==> src/rtl/indicator_pkg.sv <==
// Shared encodings, types and helpers for the indicator lamp sequencer.
package indicator_pkg;

    localparam logic [1:0] MODE_OFF    = 2'b00;
    localparam logic [1:0] MODE_RIGHT  = 2'b01;
    localparam logic [1:0] MODE_LEFT   = 2'b10;
    localparam logic [1:0] MODE_HAZARD = 2'b11;

    // State encoding doubles as the reported mode, so mode is the state register itself.
    typedef enum logic [1:0] {
        ST_OFF    = MODE_OFF,
        ST_RIGHT  = MODE_RIGHT,
        ST_LEFT   = MODE_LEFT,
        ST_HAZARD = MODE_HAZARD
    } state_e;

    // Arbitration inputs after stalk conflict resolution.
    typedef struct packed {
        logic haz;
        logic left;
        logic right;
    } ind_req_t;

    // Bits needed to hold values 0..value-1, never less than 1.
    function automatic int clog2(input int value);
        int width;
        width = 1;
        for (int i = 1; i < 31; i++) begin
            if ((1 << i) < value) width = i + 1;
        end
        return width;
    endfunction

endpackage

==> src/rtl/indicator_blink_timer.sv <==
// Blink phase generator: counts half-periods and toggles the lamp phase on each wrap.
module indicator_blink_timer
    import indicator_pkg::*;
#(
    parameter int  HALF_PER = 25,
    localparam int CW       = clog2(HALF_PER),
    localparam int HW       = clog2(HALF_PER + 1)
) (
    input  logic          clk,
    input  logic          reset,
    input  logic          clear,     // lamps dark, counter idle
    input  logic          restart,   // start a fresh on-phase
    input  logic [HW-1:0] half_per,  // current half-period, may change any cycle
    output logic          phase,     // phase that is held for the coming cycle
    output logic          on_done    // an on-phase ends on this edge
);

    logic [CW-1:0] cnt_q, cnt_d;
    logic          phase_q, phase_d;
    logic          wrap;

    // Wrap uses >= so a half-period that shrinks below the count wraps at once.
    always_comb begin
        wrap    = HW'(cnt_q) >= (half_per - HW'(1));
        on_done = phase_q & wrap;
        cnt_d   = cnt_q;
        phase_d = phase_q;
        if (clear) begin
            cnt_d   = '0;
            phase_d = 1'b0;
        end else if (restart) begin
            cnt_d   = '0;
            phase_d = 1'b1;
        end else if (wrap) begin
            cnt_d   = '0;
            phase_d = ~phase_q;
        end else begin
            cnt_d   = cnt_q + CW'(1);
        end
    end

    assign phase = phase_d;

    // Counter and phase registers.
    always_ff @(posedge clk) begin
        if (reset) begin
            cnt_q   <= '0;
            phase_q <= 1'b0;
        end else begin
            cnt_q   <= cnt_d;
            phase_q <= phase_d;
        end
    end

endmodule

==> src/rtl/indicator_flash_ctrl.sv <==
// Indicator lamp sequencer: hazard/stalk arbitration, tap-triggered comfort flashing,
// bulb-fail fast blink and registered lamp/mode outputs.
module indicator_flash_ctrl
    import indicator_pkg::*;
#(
    parameter int HALF_PER    = 25,
    parameter int TAP_CYCLES  = 8,
    parameter int TAP_FLASHES = 3
) (
    input  logic       clk,
    input  logic       reset,
    input  logic       haz_req,
    input  logic       left_req,
    input  logic       right_req,
    input  logic       bulb_fail_l,
    input  logic       bulb_fail_r,
    output logic       lamp_l,
    output logic       lamp_r,
    output logic [1:0] mode,
    output logic       comfort
);

    localparam int HW = clog2(HALF_PER + 1);
    localparam int PW = clog2(TAP_CYCLES + 1);
    localparam int FW = clog2(TAP_FLASHES + 1);

    state_e        st_q, st_d;
    logic [PW-1:0] press_q, press_d;
    logic          press_left_q, press_left_d;
    logic [FW-1:0] flash_q, flash_d;
    logic          comfort_q, comfort_d;
    logic          lamp_l_q, lamp_l_d;
    logic          lamp_r_q, lamp_r_d;

    ind_req_t      req;
    logic [HW-1:0] half_per;
    logic          fail_cur, restart, clear, phase_nxt, on_done;
    logic          press_tap, flash_full, own, opp;
    logic [FW-1:0] flash_tot;

    // Both stalks at once is treated as no stalk at all.
    assign req = '{haz: haz_req, left: left_req & ~right_req, right: right_req & ~left_req};

    // Fast blink only when a lamp that the current mode actually drives is open-circuit.
    assign fail_cur = (bulb_fail_l & (st_q == ST_LEFT  || st_q == ST_HAZARD)) |
                      (bulb_fail_r & (st_q == ST_RIGHT || st_q == ST_HAZARD));
    assign half_per = fail_cur ? HW'(HALF_PER / 2) : HW'(HALF_PER);

    // On-phases completed including the one ending on this edge.
    assign flash_tot  = (on_done && flash_q != FW'(TAP_FLASHES)) ? flash_q + FW'(1) : flash_q;
    assign flash_full = (flash_tot == FW'(TAP_FLASHES));
    assign press_tap  = (press_q < PW'(TAP_CYCLES));

    // Next state and comfort flag: hazard, then held stalk, then comfort, then off.
    always_comb begin
        st_d      = st_q;
        comfort_d = comfort_q;
        own       = 1'b0;
        opp       = 1'b0;
        if (req.haz) begin
            st_d      = ST_HAZARD;
            comfort_d = 1'b0;
        end else begin
            case (st_q)
                ST_OFF, ST_HAZARD: begin
                    comfort_d = 1'b0;
                    if (req.left)       st_d = ST_LEFT;
                    else if (req.right) st_d = ST_RIGHT;
                    else                st_d = ST_OFF;
                end
                default: begin
                    own = (st_q == ST_LEFT) ? req.left  : req.right;
                    opp = (st_q == ST_LEFT) ? req.right : req.left;
                    if (opp) begin
                        st_d      = (st_q == ST_LEFT) ? ST_RIGHT : ST_LEFT;
                        comfort_d = 1'b0;
                    end else if (own) begin
                        comfort_d = 1'b0;
                    end else if (comfort_q || press_tap) begin
                        // Stop on the edge closing the last on-phase: no trailing dark phase.
                        if (flash_full) begin
                            st_d      = ST_OFF;
                            comfort_d = 1'b0;
                        end else begin
                            comfort_d = 1'b1;
                        end
                    end else begin
                        st_d      = ST_OFF;
                        comfort_d = 1'b0;
                    end
                end
            endcase
        end
    end

    // Phase control, press/flash counters and lamp drive for the coming cycle.
    always_comb begin
        restart      = (st_d != st_q) && (st_d != ST_OFF);
        clear        = (st_d == ST_OFF);
        flash_d      = (st_d != st_q) ? '0 : flash_tot;
        press_d      = '0;
        press_left_d = press_left_q;
        if (req.left) begin
            press_left_d = 1'b1;
            press_d      = (press_left_q && press_q != '0) ?
                           ((press_q == PW'(TAP_CYCLES)) ? press_q : press_q + PW'(1)) : PW'(1);
        end else if (req.right) begin
            press_left_d = 1'b0;
            press_d      = (!press_left_q && press_q != '0) ?
                           ((press_q == PW'(TAP_CYCLES)) ? press_q : press_q + PW'(1)) : PW'(1);
        end
        lamp_l_d = phase_nxt & (st_d == ST_LEFT  || st_d == ST_HAZARD);
        lamp_r_d = phase_nxt & (st_d == ST_RIGHT || st_d == ST_HAZARD);
    end

    indicator_blink_timer #(.HALF_PER(HALF_PER)) u_timer (
        .clk      (clk),
        .reset    (reset),
        .clear    (clear),
        .restart  (restart),
        .half_per (half_per),
        .phase    (phase_nxt),
        .on_done  (on_done)
    );

    // State, counter and output registers.
    always_ff @(posedge clk) begin
        if (reset) begin
            st_q         <= ST_OFF;
            press_q      <= '0;
            press_left_q <= 1'b0;
            flash_q      <= '0;
            comfort_q    <= 1'b0;
            lamp_l_q     <= 1'b0;
            lamp_r_q     <= 1'b0;
        end else begin
            st_q         <= st_d;
            press_q      <= press_d;
            press_left_q <= press_left_d;
            flash_q      <= flash_d;
            comfort_q    <= comfort_d;
            lamp_l_q     <= lamp_l_d;
            lamp_r_q     <= lamp_r_d;
        end
    end

    assign mode    = st_q;
    assign lamp_l  = lamp_l_q;
    assign lamp_r  = lamp_r_q;
    assign comfort = comfort_q;

endmodule

==> config.mk <==
export PLATFORM = sky130hd
export DESIGN_NAME = indicator_flash_ctrl
export DESIGN_NICKNAME = d
export VERILOG_FILES = /design/src/rtl/indicator_pkg.sv /design/src/rtl/indicator_blink_timer.sv /design/src/rtl/indicator_flash_ctrl.sv
export SDC_FILE = /design/constraint.sdc
export NUM_CORES = 1
export LEC_CHECK = 0
export BUFFER_PORTS_ARGS = -buffer_cell sky130_fd_sc_hd__buf_2
export CAP_MARGIN = 20
export CORE_AREA = 2 2 58 60
export DETAILED_ROUTE_END_ITERATION = 10
export DIE_AREA = 0 0 60 62
export GPL_ROUTABILITY_DRIVEN = 0
export PLACE_DENSITY_LB_ADDON = 0.08
export SYNTH_ARGS = -nofsm -noshare
export SYNTH_HDL_FRONTEND = slang
export SYNTH_HIERARCHICAL = 1
export SYNTH_SLANG_ARGS = --single-unit
==> constraint.sdc <==
create_clock -name clk -period 6.2 [get_ports clk]
set_clock_uncertainty 0.1 [all_clocks]
set_input_delay 0.31 -clock clk [delete_from_list [all_inputs] [get_ports clk]]
set_output_delay 0.31 -clock clk [all_outputs]
set_load 0.01 [all_outputs]
Word-level counts from Yosys, hierarchy flattened
Cells that the tools add are included.
{"block": "totals", "ram_bits": 0, "latchBits": 0, "wordCells": 80, "memories": 0, "out_inout_bits": 5, "register_bits": 18, "in_bits": 7, "romBits": 0}
{"block": "op_classes", "multipliers": 0, "n_lt_le_gt_ge": 2, "bitwise": 12, "n_mux": 24, "addsub": 4, "n_div": 0, "shift": 0, "n_eq_ne": 10, "n_reduce_logical": 19}
{"cell": "$mux W4", "n": 5}
{"cell": "$mux W2", "n": 9}
{"cell": "$eq A2 B2 Y1 const B", "n": 5}
{"cell": "$mux W1", "n": 9}
{"cell": "$and A1 B1 Y1", "n": 7}
{"cell": "$reduce_or A7 Y1", "n": 1}
{"cell": "$add A5 B1 Y5 const B", "n": 1}
{"cell": "$ge A5 B5 Y1", "n": 1}
{"cell": "$logic_or A1 B1 Y1", "n": 5}
{"cell": "$mux W5", "n": 1}
{"cell": "$sub A5 B1 Y5 const B", "n": 1}
{"cell": "$add A4 B1 Y4 const B", "n": 1}
{"cell": "$eq A2 B1 Y1 const B", "n": 2}
{"cell": "$eq A4 B4 Y1 const B", "n": 1}
{"cell": "$logic_and A1 B1 Y1", "n": 4}
{"cell": "$logic_not A2 Y1", "n": 2}
{"cell": "$lt A4 B4 Y1 const B", "n": 1}
{"cell": "$not A1 Y1", "n": 4}
{"cell": "$reduce_bool A2 Y1", "n": 2}
{"cell": "$reduce_bool A4 Y1", "n": 1}
{"cell": "$reduce_or A2 Y1", "n": 2}
{"cell": "$reduce_or A4 Y1", "n": 1}
{"cell": "$add A2 B1 Y2 const B", "n": 1}
{"cell": "$ne A2 B2 Y1", "n": 1}
{"cell": "3 further kinds", "n": 3}

Longest topological paths before layout
{"block": "logic_depth", "word_depth": 22, "mapped_depth": 24, "depth_no_buf": 22}

Hierarchy
Netlist, hierarchy kept.
{"module": "indicator_flash_ctrl", "cells_per_inst": 108, "seq_area_each_um2": 240.2, "n_inst": 1, "area_each_um2": 884.6}
{"module": "indicator_blink_timer", "cells_per_inst": 47, "seq_area_each_um2": 120.1, "n_inst": 1, "area_each_um2": 435.4}

Worst setup path after synthesis
OpenSTA, ideal clock, no wires.
{"block": "synth_timing", "path_type": "reg2reg", "startpoint": "register st_q[0] (netlist: mode[0])", "endpoint": "register u_timer.cnt_q[0]", "path_stages_with_launch": 23, "required_ns": 6.014, "period_less_slack_ns": 4.380, "setup_ns": 0.086, "arrival_ns": 4.195, "path_buffers": 1, "slack_ns": 1.820, "path_cell_list": "dfxtp_1 > inv_1 > ha_1 > clkbuf_1 > a22oi_1 > nand2_1 > inv_1 > inv_1 > ha_1 > xnor2_1 > ha_1 > a21oi_1 > o21ai_2 > a21bo_2 > ha_1 > nor4bb_1 > a311o_2 > o2111ai_2 > and2_1 > o22ai_1 > nor3_4 > nand2_2 > a211oi_1"}
{"block": "synth_between", "elab_chain_cells": 20, "word_cells_on_any_way": 31, "cone_classes": "add/sub: 1; order compare: 1; eq/ne: 5; mux: 11; bitwise: 4; reduce/logical: 9"}
{"element": "start, declared", "line": "indicator_flash_ctrl.sv:27", "source": "state_e st_q, st_d;"}
{"element": "start signal, assigned", "line": "indicator_flash_ctrl.sv:137", "source": "st_q <= st_d;"}
{"element": "$eq A2 B2 Y1 (tied with other cells)", "line": "indicator_flash_ctrl.sv:45", "source": "assign fail_cur = (bulb_fail_l & (st_q == ST_LEFT || st_q == ST_HAZARD)) |"}
{"element": "$logic_or A1 B1 Y1, on equally long branches", "line": "indicator_flash_ctrl.sv:45, indicator_flash_ctrl.sv:46"}
{"element": "$and A1 B1 Y1, on equally long branches", "line": "indicator_flash_ctrl.sv:45, indicator_flash_ctrl.sv:46"}
{"element": "$or A1 B1 Y1 *", "line": "indicator_flash_ctrl.sv:45"}
{"element": "net fail_cur", "line": "indicator_flash_ctrl.sv:37", "source": "logic fail_cur, restart, clear, phase_nxt, on_done;"}
{"element": "$mux W5 *", "line": "indicator_flash_ctrl.sv:47", "source": "assign half_per = fail_cur ? HW'(HALF_PER / 2) : HW'(HALF_PER);"}
{"element": "net half_per[0]", "line": "indicator_flash_ctrl.sv:36", "source": "logic [HW-1:0] half_per;"}
{"element": "$sub A5 B1 Y5 *", "line": "indicator_blink_timer.sv:24", "source": "wrap = HW'(cnt_q) >= (half_per - HW'(1));"}
{"element": "[2 not listed]"}
{"element": "net on_done", "line": "indicator_flash_ctrl.sv:37"}
{"element": "[5 not listed]"}
{"element": "$mux W2 *", "line": "indicator_flash_ctrl.sv:77", "source": "end else if (own) begin"}
{"element": "$mux W2 *", "line": "indicator_flash_ctrl.sv:74", "source": "if (opp) begin"}
{"element": "$mux W2 *", "line": "indicator_flash_ctrl.sv:64", "source": "case (st_q)"}
{"element": "$mux W2 *", "line": "indicator_flash_ctrl.sv:60", "source": "if (req.haz) begin"}
{"element": "$ne A2 B2 Y1 or $reduce_bool A2 Y1 (tied branches)", "line": "indicator_flash_ctrl.sv:98", "source": "restart = (st_d != st_q) && (st_d != ST_OFF);"}
{"element": "$logic_and A1 B1 Y1 *", "line": "indicator_flash_ctrl.sv:98"}
{"element": "net restart", "line": "indicator_flash_ctrl.sv:37"}
{"element": "$reduce_or A4 Y1 (no line) *"}
{"element": "end signal, assigned", "line": "indicator_blink_timer.sv:50", "source": "cnt_q <= cnt_d;"}
{"element": "end, declared", "line": "indicator_blink_timer.sv:18", "source": "logic [CW-1:0] cnt_q, cnt_d;"}
The timed path passes the listed nets; every way through them passes the cells marked *.
A chain may end at the register's enable or synchronous reset.

Final worst setup path
{"block": "layout_timing", "startpoint": "register st_q[0] (netlist: mode[0])", "endpoint": "register u_timer.cnt_q[2]"}
Same word-level chain as after synthesis.

==> results.tsv <==
stage	metric	value	unit
power	p_leak	0.621	nW
placed_design	dpl.hpwl	2.06	mm
timing	fmaxAchievable	0.210	GHz
drt	antenna_left	0	
logic_synthesis	avgSynthCellArea	8.52	sq um
global_route	grt_pass1_vias	980	
critical_path	crit_required	6.31	ns
clock_tree	h-tree-depth	1	
drt	totalWireLength	2.61	mm
cells_and_area	n_antenna_cell	0	
critical_path	crit_start	mode[0]$_SDFF_PP0_	
logic_synthesis	synth_largest_area_cell	dfxtp_1	
clock_tree	numCtsBuffers	3	
power	finalPower	300	uW
logic_synthesis	ys_ff_latch	18	
critical_path	worst-path-max-fanout	9	
logic_synthesis	synth_commonest_cells	dfxtp_1 (18), ha_1 (17), inv_1 (15)	
logic_synthesis	synth_area_leaders	dfxtp_1 (27%), ha_1 (16%), inv_1 (4.3%)	
timing	period_share	0.769	
global_route	antenna_found_initial	0	
timing	fin_setup_tns	0	ns
min_path	hp-start	reset	
global_route	grt_max_degree	14	
critical_path	crit_buf_inv	3	
cells_and_area	fillCellCount	336	
clock_tree	cts.repair.resized	0	
min_path	worstHoldPathType	in2reg	
clock_tree	cts-root-buf	clkbuf_4	
critical_path	crit_path_cell_trace	inv_1 > ha_1 > a22oi_1 > nand2_1 > inv_1 > inv_1 > ha_1 > xnor2_1 > ha_1 > a21oi_1 > o21ai_2 > a21bo_2 > ha_1 > nor4bb_1 > a311o_2 > o2111ai_2 > and2_1 > o22ai_1 > nor3_4 > nand2_2 > a211oi_1	
floorplan	placementRows	21	
logic_synthesis	syn_inst	155	
logic_synthesis	ys_seq_area_frac	0.273	
cells_and_area	fin_area	1450	sq um
logic_synthesis	netlist.area_leader.share	0.273	
global_route	grt.total_usage	0.159	
floorplan	die_width	60	um
floorplan	ios	12	
power	power_density	207	nW/um^2
global_route	grt-ovfl-total	0	
critical_path	crit_type	reg2reg	
floorplan	chipHeight	62	um
cells_and_area	nets	191	
clock_tree	path_clk_slew	0.10	ns
logic_synthesis	synth_most_common_cell	dfxtp_1	
logic_synthesis	synth_edf_count	0	
timing	finalMaxSlewViolations	0	
cells_and_area	area_growth_syn_to_layout	9.95	%
drt	wire_per_inst	12.3	um
min_path	hold_depth	2	
drt	drt_iter0_drc	21	
drt	via_per_inst	5.10	
critical_path	cpMostUsedCell	ha_1	
critical_path	setup.reg_to_reg.worst_slack	1.43	ns
clock_tree	cts_max_path_buffers	2	
critical_path	path_delay_family	compound AO/OA/AOI/OAI gates	
cells_and_area	drive_gt1_frac	0.181	
timing	rsz0062_at_grt	no	
floorplan	start_util	0.415	
floorplan	fp.dieArea	3720	sq um
clock_tree	cts_tree	built	
critical_path	critPathLaunchType	flop	
status	status	complete, no violations	
clock_tree	clk_latency	0.29	ns
critical_path	critPathMaxStageDelay	0.52	ns
clock_tree	clock_sinks	18	
run	maxCapViolations	0	
logic_synthesis	syn-cell-area	1320	sq um
critical_path	ff2ff_path_depth	21	
power	ir_drop	0.108	mV
logic_synthesis	ys_types	45	
timing	fin_crit	4.77	ns
logic_synthesis	yosysWarnings	6	
global_route	grt_pass1_wl	4.41	mm
timing	hold_ws	0.243	ns
logic_synthesis	synth_flop_cell	dfxtp_1	
critical_path	critPathCaptureType	flop	
placed_design	portBuffers	11	
cells_and_area	multi_input_area	886	sq um
critical_path	path_depth	21	
critical_path	crit_path_top_delay_cell	dfxtp_1	
clock_tree	holdBufCountCts	0	
floorplan	core	3180	sq um
timing	hold_violations	0	
cells_and_area	ff_latch_area	360	sq um
logic_synthesis	async_flop_share	0	
drt	firstDrtPassIters	4	
clock_tree	post_cts_buffers	0	
critical_path	arrival	4.88	ns
critical_path	timing.rr.start	mode[0]$_SDFF_PP0_	
timing	finalSetupViolCount	0	
placed_design	placed_area	1420	sq um
drt	remaining_drc_errors	0	
drt	vias	1082	
cells_and_area	final_util	0.457	
[per-stage QoR]
stage	std cells	worst slack, ns
3_3_place_gp	208	1.59
4_1_cts	212	1.41
3_5_place_dp	208	1.44
5_1_grt	212	0.966
6_report	212	1.43
2_1_floorplan	157	1.82
[where the power goes]
group          internal (mW)  total [mW]  switching, mW
Sequential             0.123       0.131        0.00776
Clock                 0.0358      0.0725         0.0367
Combinational         0.0373      0.0963         0.0590
Total                  0.196       0.300          0.103
[final cells by class]
cell class,count,area share
inverter,15,0.0388
sequential,18,0.248
clock buffer,4,0.0250
tap,46,0.0397
timing repair buffer,11,0.0379
multi-input combinational,118,0.610
[layout by cell type (no fill, tap or decap), types with 2 or more instances in the layout]
cell      netlist  routed
buf_2           2      11
nor2b_1         3       3
o21ai_2         2       2
nand2_1         8       8
o21ai_0         5       5
mux2i_1         2       2
a211oi_1        6       6
clkbuf_4        0       3
nor3_1          3       3
xor2_1          5       5
dfxtp_1        18      18
inv_1          15      15
nor2_1         13      13
a21oi_1         8       8
nand3_1         5       5
nor3_2          2       2
nand2b_1        2       2
xnor2_1         4       4
ha_1           17      17
conb_1          2       4
and2_1          4       4
nor4_1          2       2
[worst reg2reg max path: cells and delay by family (launching register included)]
| family | cells | cell delay (ns) |
|---|---|---|
| buf+inv | 3 | 0.36 |
| fa+ha+maj | 4 | 1.07 |
| compound gates | 8 | 1.69 |
| xor+xnor | 1 | 0.19 |
| flops | 1 | 0.52 |
| simple gates | 5 | 0.77 |
[flip-flops by register name (all words and copies together), names as in the netlist]
register         flops
u_timer/cnt_q        5
press_q              4
flash_q              2
mode                 2
comfort              1
lamp_l               1
lamp_r               1
press_left_q         1
u_timer/phase_q      1
[path summary, 6_finish.rpt]
| check | to |
|---|---|
| max | u_timer/cnt_q[2]$_SDFF_PP0_ |
| min reg2reg | u_timer/cnt_q[0]$_SDFF_PP0_ |
| min | mode[1]$_SDFF_PP0_ |
| max reg2reg | u_timer/cnt_q[2]$_SDFF_PP0_ |
[layer usage]
layer | wire length [um] | up-vias | global-route usage
met2 | 1410 | 14 | 0.295
met1 | 1130 | 504 | 0.184
met5 | 0 | - | 0
met3 | 59 | 4 | 0.0373
met4 | 19 | 0 | 0.0381
li1 | - | 560 | -
[kinds of logic (layout without fill, tap and decap cells)]
logic type / count (synthesis) / after routing / share of synthesized area
muxes: 3 / 3 / 0.0265
adders and majority gates: 17 / 17 / 0.161
buffers and inverters: 21 / 30 / 0.0616
AOI/OAI and AO/OA: 36 / 36 / 0.204
other: 2 / 4 / 0.00569
xor gates and xnor gates: 9 / 9 / 0.0597
and+or+nand+nor: 49 / 49 / 0.209
DFF: 18 / 18 / 0.273
(Power assumes the default switching activity.)
